==> config.mk <==
export PLATFORM = sky130hd
export DESIGN_NAME = alu_adder_arbiter
export DESIGN_NICKNAME = d
export VERILOG_FILES = /design/src/rtl/alu_adder_arbiter.sv
export SDC_FILE = /design/constraint.sdc
export NUM_CORES = 1
export LEC_CHECK = 0
export BUFFER_PORTS_ARGS = -buffer_cell sky130_fd_sc_hd__clkbuf_2
export CORE_ASPECT_RATIO = 0.7
export CORE_MARGIN = 5
export CORE_UTILIZATION = 48
export DETAILED_ROUTE_END_ITERATION = 12
export HOLD_SLACK_MARGIN = 0.08
export PLACE_DENSITY = 0.85
export REMOVE_ABC_BUFFERS = 1
export SLEW_MARGIN = 40
export SYNTH_ARGS = -nofsm -noshare
export SYNTH_HDL_FRONTEND = slang
export SYNTH_SLANG_ARGS = --single-unit
==> constraint.sdc <==
create_clock -name clk -period 3 [get_ports clk]
set_input_delay 0.3 -clock clk [delete_from_list [all_inputs] [get_ports clk]]
set_output_delay 0.3 -clock clk [all_outputs]
set_load 0.005 [all_outputs]
==> src/rtl/alu_adder_arbiter.sv <==
// Round-robin arbiter sharing one external add/sub/inc/dec adder between two requesters.
// Optional grant/error counters are enabled with the ARB_STATS_EN macro.
module alu_adder_arbiter #(
   parameter int WIDTH = 8,
   parameter int CNT_W = 16
) (
   input  logic             clk,
   input  logic             rst_n,
   input  logic             r0_valid,
   output logic             r0_ready,
   input  logic [WIDTH-1:0] r0_op1,
   input  logic [WIDTH-1:0] r0_op2,
   input  logic [3:0]       r0_sel,
   output logic             r0_rsp_valid,
   input  logic             r0_rsp_ready,
   output logic [WIDTH-1:0] r0_rsp_data,
   output logic             r0_rsp_err,
   input  logic             r1_valid,
   output logic             r1_ready,
   input  logic [WIDTH-1:0] r1_op1,
   input  logic [WIDTH-1:0] r1_op2,
   input  logic [3:0]       r1_sel,
   output logic             r1_rsp_valid,
   input  logic             r1_rsp_ready,
   output logic [WIDTH-1:0] r1_rsp_data,
   output logic             r1_rsp_err,
   output logic [WIDTH-1:0] add_op1,
   output logic [WIDTH-1:0] add_op2,
   output logic [3:0]       add_sel,
   input  logic [WIDTH-1:0] add_result,
   output logic             busy
`ifdef ARB_STATS_EN
   ,
   output logic [CNT_W-1:0] grant_cnt0,
   output logic [CNT_W-1:0] grant_cnt1,
   output logic [CNT_W-1:0] err_cnt
`endif
);

   typedef enum logic [1:0] {IDLE, EXEC, RESP} state_t;

   state_t           state_reg, state_next;
   logic             prio_reg, win_reg, err_reg;
   logic [WIDTH-1:0] op1_reg, op2_reg, rsp_data_reg;
   logic [3:0]       sel_reg;

   logic             grant0, grant1, accept, rsp_taken, in_err;
   logic [WIDTH-1:0] in_op1, in_op2;
   logic [3:0]       in_sel;

   always_comb begin
      state_next = state_reg;
      grant0     = 1'b0;
      grant1     = 1'b0;
      rsp_taken  = win_reg ? r1_rsp_ready : r0_rsp_ready;
      case (state_reg)
         IDLE: begin
            if (r0_valid && r1_valid) begin
               grant0 = !prio_reg;
               grant1 = prio_reg;
            end else begin
               grant0 = r0_valid;
               grant1 = r1_valid;
            end
            if (r0_valid || r1_valid) state_next = EXEC;
         end
         EXEC:    state_next = RESP;
         RESP:    if (rsp_taken) state_next = IDLE;
         default: state_next = IDLE;
      endcase
   end

   assign accept = grant0 | grant1;
   assign in_op1 = grant1 ? r1_op1 : r0_op1;
   assign in_op2 = grant1 ? r1_op2 : r0_op2;
   assign in_sel = grant1 ? r1_sel : r0_sel;
   // One-hot test: non-zero and clearing the lowest set bit leaves nothing.
   assign in_err = !((in_sel != 4'd0) && ((in_sel & (in_sel - 4'd1)) == 4'd0));

   always_ff @(posedge clk or negedge rst_n) begin
      if (!rst_n) begin
         state_reg    <= IDLE;
         prio_reg     <= 1'b0;
         win_reg      <= 1'b0;
         err_reg      <= 1'b0;
         op1_reg      <= '0;
         op2_reg      <= '0;
         sel_reg      <= '0;
         rsp_data_reg <= '0;
      end else begin
         state_reg <= state_next;
         if (accept) begin
            op1_reg <= in_op1;
            op2_reg <= in_op2;
            sel_reg <= in_sel;
            err_reg <= in_err;
            win_reg <= grant1;
         end
         if (state_reg == EXEC) rsp_data_reg <= add_result;
         if (state_reg == RESP && rsp_taken) prio_reg <= ~win_reg;
      end
   end

   assign r0_ready     = grant0;
   assign r1_ready     = grant1;
   assign busy         = (state_reg != IDLE);
   assign add_op1      = op1_reg;
   assign add_op2      = op2_reg;
   // A bad select reaches the adder as all-zero so the result is forced to 0.
   assign add_sel      = (state_reg == EXEC && !err_reg) ? sel_reg : 4'd0;
   assign r0_rsp_valid = (state_reg == RESP) && !win_reg;
   assign r1_rsp_valid = (state_reg == RESP) && win_reg;
   assign r0_rsp_data  = rsp_data_reg;
   assign r1_rsp_data  = rsp_data_reg;
   assign r0_rsp_err   = r0_rsp_valid & err_reg;
   assign r1_rsp_err   = r1_rsp_valid & err_reg;

`ifdef ARB_STATS_EN
   localparam logic [CNT_W-1:0] CNT_ONE = 1;

   always_ff @(posedge clk or negedge rst_n) begin
      if (!rst_n) begin
         grant_cnt0 <= '0;
         grant_cnt1 <= '0;
         err_cnt    <= '0;
      end else begin
         if (grant0 && grant_cnt0 != '1) grant_cnt0 <= grant_cnt0 + CNT_ONE;
         if (grant1 && grant_cnt1 != '1) grant_cnt1 <= grant_cnt1 + CNT_ONE;
         if (accept && in_err && err_cnt != '1) err_cnt <= err_cnt + CNT_ONE;
      end
   end
`else
   logic unused_cnt_w;
   assign unused_cnt_w = CNT_W[0];
`endif

endmodule

Word level (Yosys, flattened, before mapping)
Index checks and enable logic that the tools add are counted.
- reduce and logical (&&, ||, !) cells: 16
- equal/unequal tests: 4
- $add $sub $neg: 1
- mux-type cells: 12
- bitwise gates (word level): 5
- operators by type and width (kind ; count):
    8-bit 2-to-1 mux ; 2
    4-bit 2-to-1 mux ; 2
    1-bit logical AND ; 6
    2-bit one-hot mux with 3 select lines ; 1
    1-bit 2-to-1 mux ; 5
    4-bit AND ; 1
    1-bit zero test ; 4
    4-bit zero test ; 1
    2-bit 2-to-1 mux ; 2
    2-bit != test, second input constant ; 2
    4-bit nonzero test ; 1
    4-bit by 1-bit subtractor with 4-bit output, second input constant ; 1
    1-bit AND ; 2
    2-bit by 1-bit equality test with 1-bit output, second input constant ; 1
    2-bit equality test, second input constant ; 1
    2-bit zero test ; 1
    2-bit AND reduction ; 1
    2-bit nonzero test ; 1
    1-bit logical OR ; 1
    1-bit inverter ; 1
    1-bit bitwise OR ; 1
- input bits: 54
- output and inout bits: 43
- word-level logic and storage cells: 46
- flip-flop bits (word level): 33

Depth between registers and ports, before layout
Gate-level depths: netlist of run 1.
- depth after elaboration: 9
- depth in mapped cells: 6
- depth with buffers taken out: 5

Worst setup path before layout of run 1
OpenSTA, ideal clock, no wires.
- kind: register -> output
- from: reg state_reg[1]
- to: out add_sel[0]
- buffers on the path: 1
- slack: 1712 ps
- cell stages (with the launch flop): 5
- arrival: 988 ps
- required time: 2700 ps
- cells stage by stage: dfrtp_1 -> nand2b_1 -> buf_2 -> nor2_1 -> and2_1
- cells in the longest elaborated chain, start to end: 3
- ends and longest elaborated chain (what ; line ; source):
    start, declared ; 42 ; state_t state_reg, state_next;
    start signal, assigned ; 91 ; state_reg <= state_next;
    2-bit by 1-bit equality test with 1-bit output ; 110 ; assign add_sel = (state_reg == EXEC && !err_reg) ? sel_reg : 4'd0;
    1-bit logical AND ; 110 ;
    4-bit 2-to-1 mux ; 110 ;
    end, declared ; 29 ; output logic [3:0] add_sel,
Every way passes these cells.

Worst setup path after layout of run 1
- from: reg state_reg[1]
- to: out r1_ready
- cells in the longest elaborated chain, start to end: 2
- ends and longest elaborated chain (what ; line ; source):
    2-bit zero test ; 56 ; case (state_reg)
    1-bit 2-to-1 mux ; 56 ;
    end, declared ; 19 ; output logic r1_ready,
Every way passes these cells.

==> impl_metrics.py, run 1 <==
metrics = {
    "worst_setup_path": {
        "critPathRequiredTime_ns": 2.70,
        "slowest_delay_ns": 0.42,
        "crit_type": "reg2out",
        "r2r_cells": 5,
        "startpoint": "state_reg[1]$_DFFE_PN0P_",
        "startpoint_type": "register",
        "r2r_start": "state_reg[1]$_DFFE_PN0P_",
        "path_cells": "nor2_4 -> nand3_4 -> clkinv_2 -> clkbuf_2",
        "crit_buf_inv": 2,
        "endpoint_kind": "primary output",
        "critPathMaxFanout": 23,
        "cp-endpoint": "r1_ready",
        "crit_family": "simple AND/OR/NAND/NOR gates",
        "cp_slowest_cell": "dfrtp_1",
        "cp.depth": 4,
        "critPathArrivalTime_ns": 1.64,
        "r2r_setup_slack_ns": 1.44,
        "r2r-end": "add_op2[2]$_DFFE_PN0P_",
    },
    "route": {
        "vias": 1476,
        "wl_um": 3840,
        "ant_nets": 0,
        "drt_first_iter_violations": 24,
        "drc_errors": 0,
        "dr.pass1.iters": 4,
        "routedWlPerCell_um": 12.3,
        "routed_via_density": 4.72,
    },
    "hold_path": {
        "hp-class": "in2reg",
    },
    "final_layout": {
        "fin_area_mm2": 0.00227,
        "n_fill_cell": 310,
        "multi_input_comb_area_um2": 786,
        "layout-drive-gt1-share_pct": 49.4,
        "synthToLayoutAreaGrowth_pct": 27.9,
        "fin_nets": 316,
        "final_cells": 313,
        "diodes": 0,
        "regArea_um2": 826,
    },
    "floorplanning": {
        "die-area_mm2": 0.00503,
        "start_util_pct": 50.1,
        "ioPinCount": 97,
        "die_y_um": 60.9,
        "fp.dieW_um": 82.6,
        "num_rows": 18,
        "core_mm2": 0.00354,
    },
    "cts": {
        "ctsHtreeMaxLevel": 2,
        "cts_root_buf": "clkbuf_8",
        "path_clk_slew_ns": 0.06,
        "cts_setup_buffers": 0,
        "cts_tree": "done",
        "clock_latency_ns": 0.27,
        "cts_buffers": 5,
        "ctsResizeCount": 0,
        "cts_sinks": 33,
        "cts_buffer_depth": 2,
    },
    "synthesis": {
        "syn_inst": 175,
        "synth_edf_count": 0,
        "avgSynthCellArea_um2": 10.1,
        "yosysTopAreaCellShare_pct": 46.6,
        "yosysTopAreaCell": "dfrtp_1",
        "ys_ff_latch": 33,
        "netlist_area_mm2": 0.00177,
        "synthFlopType": "dfrtp_1",
        "ys_seq_area_share_pct": 46.6,
        "ys_types": 30,
        "synth_warnings": 0,
        "yosys-top-cells-area": "dfrtp_1 (47%), a31oi_2 (9.2%), nand2_1 (7.4%)",
        "async_reset_ff_share_pct": 100,
    },
    "place": {
        "hpwl_um": 3010,
        "gp_congestion": 0.782,
        "dp.cells": 304,
        "numPortBuffers": 96,
        "placed_cell_area_mm2": 0.00217,
    },
    "timing": {
        "fin_crit_sh_pct": 64.7,
        "fin_tns_setup_ns": 0,
        "finClkSkew_ns": 0.00491,
        "fmax_mhz": 516,
        "holdWs_ns": 0.263,
        "tightestPinTransition_ns": 0.506,
        "rsz0062_at_grt": "false",
        "finalHoldViolCount": 0,
        "period_minus_slack_ns": 1.94,
        "setup_violations": 0,
        "slew_viol_final": 0,
        "slew_headroom_pct": 66.3,
    },
    "global_route": {
        "grt_pass1_vias": 1437,
        "gr-usage-all-layers_pct": 15.8,
        "grt_pass1_wl_um": 6130,
        "grt_max_degree": 44,
        "antenna_found_initial": 0,
        "grt-ovfl-total": 0,
    },
    "power": {
        "p_per_area_mw_per_mm2": 956,
        "total_power_mw": 2.17,
        "p_leak_nw": 1.15,
        "ir_drop_mv": 0.434,
    },
    "run_status": {
        "outcome": "finished clean",
    },
    "flow_run": {
        "maxCapViolCount": 0,
    },
}
-- cell families (layout without fill, tap and decap cells) --
logic type             after synthesis  after routing  synth area share (%)
AO/OA/AOI/OAI                       30             30                  15.2
AND/OR/NAND/NOR                     74             74                  19.1
multiplexers                        14             14                  8.54
buffers and inverters               22            110                  9.53
XOR/XNOR                             2              2                 0.988
flip-flops                          33             33                  46.6
-- worst reg2reg max path: cells and delay by family (launching register included) --
family | cells | cell delay (ns)
compound gates | 1 | 0.18
simple gates | 3 | 0.56
buf+inv | 1 | 0.31
flops | 1 | 0.42
-- Yosys cell counts (2+ instances only) --
| library cell | count |
|---|---|
| nand2_1 | 35 |
| dfrtp_1 | 33 |
| nor2_1 | 25 |
| a31oi_2 | 13 |
| buf_4 | 10 |
| mux2_2 | 9 |
| a21oi_1 | 5 |
| mux2i_1 | 5 |
| o21ai_0 | 5 |
| and2_1 | 4 |
| inv_1 | 4 |
| a31oi_1 | 3 |
| buf_6 | 3 |
| buf_2 | 2 |
| buf_8 | 2 |
| nor3_1 | 2 |
| xor2_1 | 2 |
-- layout make-up --
cell class	instances	share of cell area (%)
Clock buffer	8	3.53
Inverter	5	0.883
Sequential cell	33	36.4
Timing Repair Buffer	97	21.7
Multi-Input combinational cell	120	34.7
Tap cell	50	2.76
-- layout by cell type (no fill, tap or decap), types with 5 or more instances in the layout --
cell type / n
a21oi_1: 5
a31oi_2: 13
clkbuf_2: 95
clkbuf_8: 5
dfrtp_1: 33
mux2_2: 9
mux2i_1: 5
nand2_1: 35
nor2_1: 25
o21ai_0: 5
-- where the power goes --
| part | switching (mW) | internal, mW | total (mW) |
|---|---|---|---|
| registers | 0.145 | 0.673 | 0.819 |
| clock network | 0.138 | 0.164 | 0.302 |
| logic | 0.541 | 0.506 | 1.05 |
-- what timing repair did --
action	CTS	global route
endpoints found under the setup margin	0	0
endpoints found under the hold margin	0	33
hold buffers	0	1
-- metrics by stage --
step / setup WS [ns] / util [%]
final: 1.06 / 64.1
after global routing: 0.947 / 64.1
after CTS: 1.03 / 63.6
after detailed placement: 1.28 / 61.3
after global placement: 1.35 / 61.3
after floorplan: 1.12 / -
-- worst min-delay path by stage --
| stage | to | depth (start not counted) | from | slack, ns |
|---|---|---|---|---|
| 3_5_place_dp | r0_rsp_data[0]$_DFFE_PN0N_ | 1 | rst_n | 0.43 |
| 5_1_grt | r0_rsp_data[0]$_DFFE_PN0N_ | 2 | add_result[0] | 0.26 |
| 6_report | r0_rsp_data[0]$_DFFE_PN0N_ | 2 | add_result[0] | 0.26 |
| 3_3_place_gp | r0_rsp_data[0]$_DFFE_PN0N_ | 1 | rst_n | 0.42 |
| 4_1_cts | r0_rsp_data[0]$_DFFE_PN0N_ | 1 | rst_n | 0.13 |
| 2_1_floorplan | add_op1[0]$_DFFE_PN0P_ | 0 | rst_n | 0.004 |
-- metal layers --
layer / vias up / routed length, um / GRT usage (%)
met5: - / 0 / 0
li1: 757 / - / -
met1: 659 / 1640 / 18.8
met4: 0 / 8 / 3.50
met3: 2 / 364 / 4.75
met2: 58 / 1830 / 28.3
Note: power is estimated with default switching activity, not from simulation.
==> inputs of run 2 (changes only) <==
- CORE_UTILIZATION: 48 -> 40
- PLACE_DENSITY: 0.85 -> 0.76
- clock period: 3 -> 1.7 ns (I/O delays scaled with it)
==> run 2 against run 1 <==
Die area is 17% higher. Count of clock-buffer cells in the layout shrank 1. Routed wire length rose by 5.0%. Clock skew rose by 0.00071 ns. Hold slack worse by 0.14 ns. Combinational power grew 84%. First-iteration DRC count increased to 3.4 times the previous value. Cell area increased by 1.8%. Critical path depth stayed put. Via count grew 0.81%. Clock power up 91%. Final cell count is 2.2% higher. Highest routed layer unchanged.
==> impl_metrics.py, run 2 (synthesis gave the netlist of run 1 again) <==
metrics = {
    "route": {
        "wl_met3_um": 399,
        "dr.pass1.iters": 4,
        "drt_first_iter_violations": 82,
        "wl_um": 4030,
        "routed_via_density": 4.65,
        "drc_errors": 0,
        "met2_length_um": 1850,
        "routedWlPerCell_um": 12.6,
        "m1WireLength_um": 1760,
        "maxUsedRoutingLayer": "met4",
        "vias": 1488,
        "ant_nets": 0,
    },
    "floorplanning": {
        "die_y_um": 65.7,
        "start_util_pct": 41.2,
        "core_mm2": 0.00430,
        "fp.dieW_um": 89.6,
        "ioPinCount": 97,
        "num_rows": 20,
        "die-area_mm2": 0.00589,
    },
    "worst_setup_path": {
        "startpoint_type": "register",
        "r2r_cells": 5,
        "cp_slowest_cell": "dfrtp_1",
        "critPathArrivalTime_ns": 1.40,
        "crit_type": "reg2out",
        "endpoint_kind": "primary output",
        "slowest_delay_ns": 0.41,
        "critPathMaxFanout": 17,
        "critPathRequiredTime_ns": 1.53,
        "path_cells": "nand2b_4 -> nand3_4 -> clkinv_2 -> clkbuf_2",
    },
    "cts": {
        "cts_root_buf": "clkbuf_8",
        "ctsHtreeMaxLevel": 2,
        "path_clk_slew_ns": 0.07,
        "clock_latency_ns": 0.27,
        "cts_buffers": 5,
        "cts_tree": "done",
        "cts_sinks": 33,
        "ctsResizeCount": 0,
        "cts_buffer_depth": 2,
    },
    "place": {
        "placed_cell_area_mm2": 0.00221,
        "hpwl_um": 3170,
        "numPortBuffers": 96,
        "gp_congestion": 0.734,
    },
    "run_status": {
        "outcome": "finished clean",
    },
    "timing": {
        "finalHoldViolCount": 0,
        "fin_crit_sh_pct": 92.4,
        "slew_viol_final": 0,
        "slew_headroom_pct": 71.8,
        "rsz0062_at_grt": "false",
        "setup_violations": 0,
        "tightestPinTransition_ns": 0.424,
        "fmax_mhz": 637,
        "finClkSkew_ns": 0.00562,
        "period_minus_slack_ns": 1.57,
    },
    "hold_path": {
        "hp-class": "in2reg",
        "min_path_cells": 3,
    },
    "final_layout": {
        "fin_area_mm2": 0.00231,
        "multi_input_comb_area_um2": 779,
        "synthToLayoutAreaGrowth_pct": 30.2,
        "regArea_um2": 826,
        "diodes": 0,
        "layout_common_cells": "clkbuf_2 (95), nand2_1 (35), dfrtp_1 (33)",
        "fin_nets": 319,
        "final_common_cell": "clkbuf_2",
        "n_fill_cell": 425,
        "layout-drive-gt1-share_pct": 50.6,
    },
    "power": {
        "p_leak_nw": 1.18,
        "total_power_mw": 3.94,
        "ir_drop_mv": 0.958,
        "p_per_area_mw_per_mm2": 1710,
    },
    "global_route": {
        "gr-usage-all-layers_pct": 14.0,
        "grt_max_degree": 44,
        "grt-ovfl-total": 0,
        "grt_pass1_wl_um": 6440,
        "grt_pass1_vias": 1435,
        "antenna_found_initial": 0,
    },
    "flow_run": {
        "maxCapViolCount": 0,
    },
}
==> run 2: cell count changes in the layout (fill, tap and decap cells not counted), sizes merged <==
cell / before / now
buf: 1 / 4
clkbuf: 103 / 102
==> run 2: worst paths after layout <==
check	startpoint	to	slack [ns]
max reg2reg	state_reg[1]$_DFFE_PN0P_	add_op2[1]$_DFFE_PN0P_	0.38
max in group asynchronous	rst_n	add_op1[6]$_DFFE_PN0P_	1.01
min	r0_op2[0]	add_op2[0]$_DFFE_PN0P_	0.12
min in group asynchronous	rst_n	r0_rsp_data[3]$_DFFE_PN0N_	0.38
min reg2reg	r0_rsp_data[0]$_DFFE_PN0N_	r0_rsp_data[0]$_DFFE_PN0N_	0.53
max	prio_reg$_DFFE_PN0P_	r1_ready	0.13
==> run 2: critical path: cells and delay by family (launching register included) <==
family / cells / cell delay [ns]
buffers and inverters: 2 / 0.41
flip-flops: 1 / 0.41
AND/OR/NAND/NOR: 2 / 0.30
==> run 2: through the flow <==
step | instances | hold slack, ns | TNS, ns | worst slack, ns | utilization [%]
finish | 320 | 0.121 | 0 | 0.130 | 53.6
global route | 320 | 0.121 | 0 | 0.0363 | 53.6
CTS | 320 | 0.111 | 0 | 0.101 | 53.6
detailed placement | 312 | 0.313 | 0 | 0.370 | 51.3
global placement | 312 | 0.296 | 0 | 0.397 | 51.3
floorplan | 158 | -0.126 | -3.67 | -0.182 | -
==> run 2: layer usage <==
| metal | global-route usage [%] | vias to the layer above |
|---|---|---|
| li1 | - | 756 |
| met1 | 17.1 | 671 |
| met2 | 23.4 | 59 |
| met3 | 4.64 | 2 |
| met4 | 3.90 | 0 |
| met5 | 0 | - |
==> run 2: cell type report <==
cell class / instances / share of cell area (%)
multi-input cells: 120 / 33.8
flip-flops and latches: 33 / 35.8
clock buffers: 7 / 3.74
well taps: 55 / 2.98
repair buffers: 100 / 22.9
inverters: 5 / 0.867
==> run 2: repair_timing <==
| action | in CTS | in global routing |
|---|---|---|
| hold buffers | 1 | 0 |
| endpoints found under the hold margin | 33 | 0 |
| setup buffers | 0 | 0 |
==> run 2: power breakdown <==
part           total [mW]  leakage (nW)  internal [mW]  switching, mW
Clock               0.577        0.0443          0.321          0.257
Combinational        1.93         0.758          0.955          0.974
Sequential           1.43         0.373           1.19          0.247
==> inputs of run 3 (changes only) <==
- GPL_TIMING_DRIVEN: not set -> 0
- PLACE_DENSITY: 0.76 -> not set
- PLACE_DENSITY_LB_ADDON: not set -> 0.15
==> run 3 against run 2 <==
First-iteration DRC count down 51%. Final cell count up 0.31%. Setup slack better by 0.036 ns. Power up 2.4%. Non-clock buffer count down 1. Critical path type unchanged. Highest routed layer is now met3.
==> impl_metrics.py, run 3 (synthesis gave the netlist of run 1 again) <==
metrics = {
    "worst_setup_path": {
        "r2r_setup_slack_ns": 0.17,
        "r2r_cells": 4,
        "critPathMaxFanout": 17,
        "critPathRequiredTime_ns": 1.53,
        "startpoint_type": "register",
        "r2r-end": "add_op2[3]$_DFFE_PN0P_",
        "crit_type": "reg2out",
        "r2r_start": "state_reg[0]$_DFFE_PN0P_",
        "critPathArrivalTime_ns": 1.36,
        "endpoint_kind": "primary output",
    },
    "global_route": {
        "grt_max_degree": 44,
        "grt-ovfl-total": 0,
        "grt_pass1_wl_um": 6420,
        "grt_pass1_vias": 1391,
        "gr-usage-all-layers_pct": 14.1,
        "antenna_found_initial": 0,
    },
    "route": {
        "routed_via_density": 4.60,
        "drc_errors": 0,
        "ant_nets": 0,
        "wl_um": 4180,
        "drt_first_iter_violations": 40,
        "routedWlPerCell_um": 13.0,
        "dr.pass1.iters": 4,
        "vias": 1478,
    },
    "final_layout": {
        "diodes": 0,
        "layout_common_cells": "clkbuf_2 (95), nand2_1 (35), dfrtp_1 (33)",
        "layout-drive-gt1-share_pct": 51.9,
        "fin_nets": 319,
        "final_common_cell": "clkbuf_2",
        "fin_area_mm2": 0.00233,
        "synthToLayoutAreaGrowth_pct": 31.6,
    },
    "power": {
        "ir_drop_mv": 0.794,
        "p_leak_nw": 1.18,
        "p_per_area_mw_per_mm2": 1730,
    },
    "timing": {
        "slew_headroom_pct": 65.3,
        "fin_ws_ns": 0.166,
        "finClkSkew_ns": 0.00282,
        "fin_crit_sh_pct": 90.2,
        "rsz0062_at_grt": "false",
        "fin_tns_setup_ns": 0,
        "slew_viol_final": 0,
        "setup_violations": 0,
        "fmax_mhz": 652,
        "period_minus_slack_ns": 1.53,
        "tightestPinTransition_ns": 0.521,
        "holdWs_ns": 0.125,
        "finalHoldViolCount": 0,
    },
    "cts": {
        "cts_buffer_depth": 2,
        "cts_buffers": 5,
        "cts_tree": "done",
        "cts_sinks": 33,
        "ctsHtreeMaxLevel": 2,
        "cts_root_buf": "clkbuf_8",
        "clock_latency_ns": 0.28,
        "path_clk_slew_ns": 0.07,
    },
    "floorplanning": {
        "num_rows": 20,
        "start_util_pct": 41.2,
        "ioPinCount": 97,
        "core_mm2": 0.00430,
        "fp.dieW_um": 89.6,
        "die_y_um": 65.7,
        "die-area_mm2": 0.00589,
    },
    "hold_path": {
        "hold_start": "r1_op2[1]",
        "min_path_cells": 3,
        "hp-class": "in2reg",
        "hold_path_end": "add_op2[1]$_DFFE_PN0P_",
    },
    "place": {
        "pre_cts_slack_ns": 0.122,
        "numPortBuffers": 96,
        "placed_cell_area_mm2": 0.00218,
        "gp_congestion": 0.750,
        "hpwl_um": 3040,
    },
    "run_status": {
        "outcome": "finished clean",
    },
    "flow_run": {
        "maxCapViolCount": 0,
    },
}
## run 3: cell types whose count changed in the layout (fill, tap and decap cells not counted)
cell      previous run  this run
buf_12               1         0
clkbuf_1             1         0
clkbuf_8             6         7
clkinv_4             0         1
nand2b_1             1         0
nand2b_4             1         2
nand3_2              0         1
nor2_1              25        24
nor2_2               0         1
o21a_2               1         0
o21a_4               0         1
## run 3: what timing repair did
item / CTS / global route
gates cloned: 0 / 1
gates resized for setup: 3 / 1
setup buffers: 0 / 2
pin swaps: 0 / 1
setup endpoints to repair: 5 / 5
hold buffers: 1 / 0
hold endpoints to repair: 33 / 0
## run 3: critical path: stages (launching register included)
cell      delay (ns)
dfrtp_1         0.45
nor2_4          0.22
nand3_4         0.13
clkinv_4        0.15
clkbuf_2        0.13
## run 3: cell type report
cell class | instances | area, um2
flip-flops and latches | 33 | 826
repair buffers | 99 | 508
well taps | 55 | 68.8
clock buffers | 7 | 96.3
clock inverters | 1 | 5.00
inverters | 5 | 23.8
multi-input cells | 121 | 806
fillers | 400 | 1970
## run 3: worst max-delay path by stage
stage	from	endpoint	slack, ns	cells past startpoint
global route	state_reg[0]$_DFFE_PN0P_	add_op2[0]$_DFFE_PN0P_	0.02	4
detailed placement	state_reg[1]$_DFFE_PN0P_	add_op2[0]$_DFFE_PN0P_	0.12	5
finish	state_reg[0]$_DFFE_PN0P_	r1_ready	0.17	4
global placement	state_reg[1]$_DFFE_PN0P_	add_op1[2]$_DFFE_PN0P_	-0.55	3
CTS	state_reg[0]$_DFFE_PN0P_	r1_ready	-0.06	4
floorplan	state_reg[1]$_DFFE_PN0P_	add_op1[0]$_DFFE_PN0P_	-0.18	4
## run 3: per-layer routing
metal | part of all wire [%] | track usage [%] | vias up
met1 | 46 | 18.3 | 660
met3 | 9.1 | 4.51 | 0
met5 | 0 | 0 | -
met4 | 0 | 3.90 | 0
met2 | 45 | 22.4 | 56
li1 | - | - | 762
## run 3: power breakdown
group	total [mW]	switching [mW]	internal, mW
combinational	1.95	1.02	0.939
clock	0.640	0.274	0.366
sequential	1.44	0.253	1.19
total	4.03	1.54	2.49
## run 3: stage by stage
stage          power (mW)  std cells  utilization, %
6_report             4.03        321            54.2
5_1_grt              4.39        321            54.2
2_1_floorplan        2.56        158               -
4_1_cts              4.02        318            53.5
3_3_place_gp         3.32        309            50.5
3_5_place_dp         3.35        309            50.7
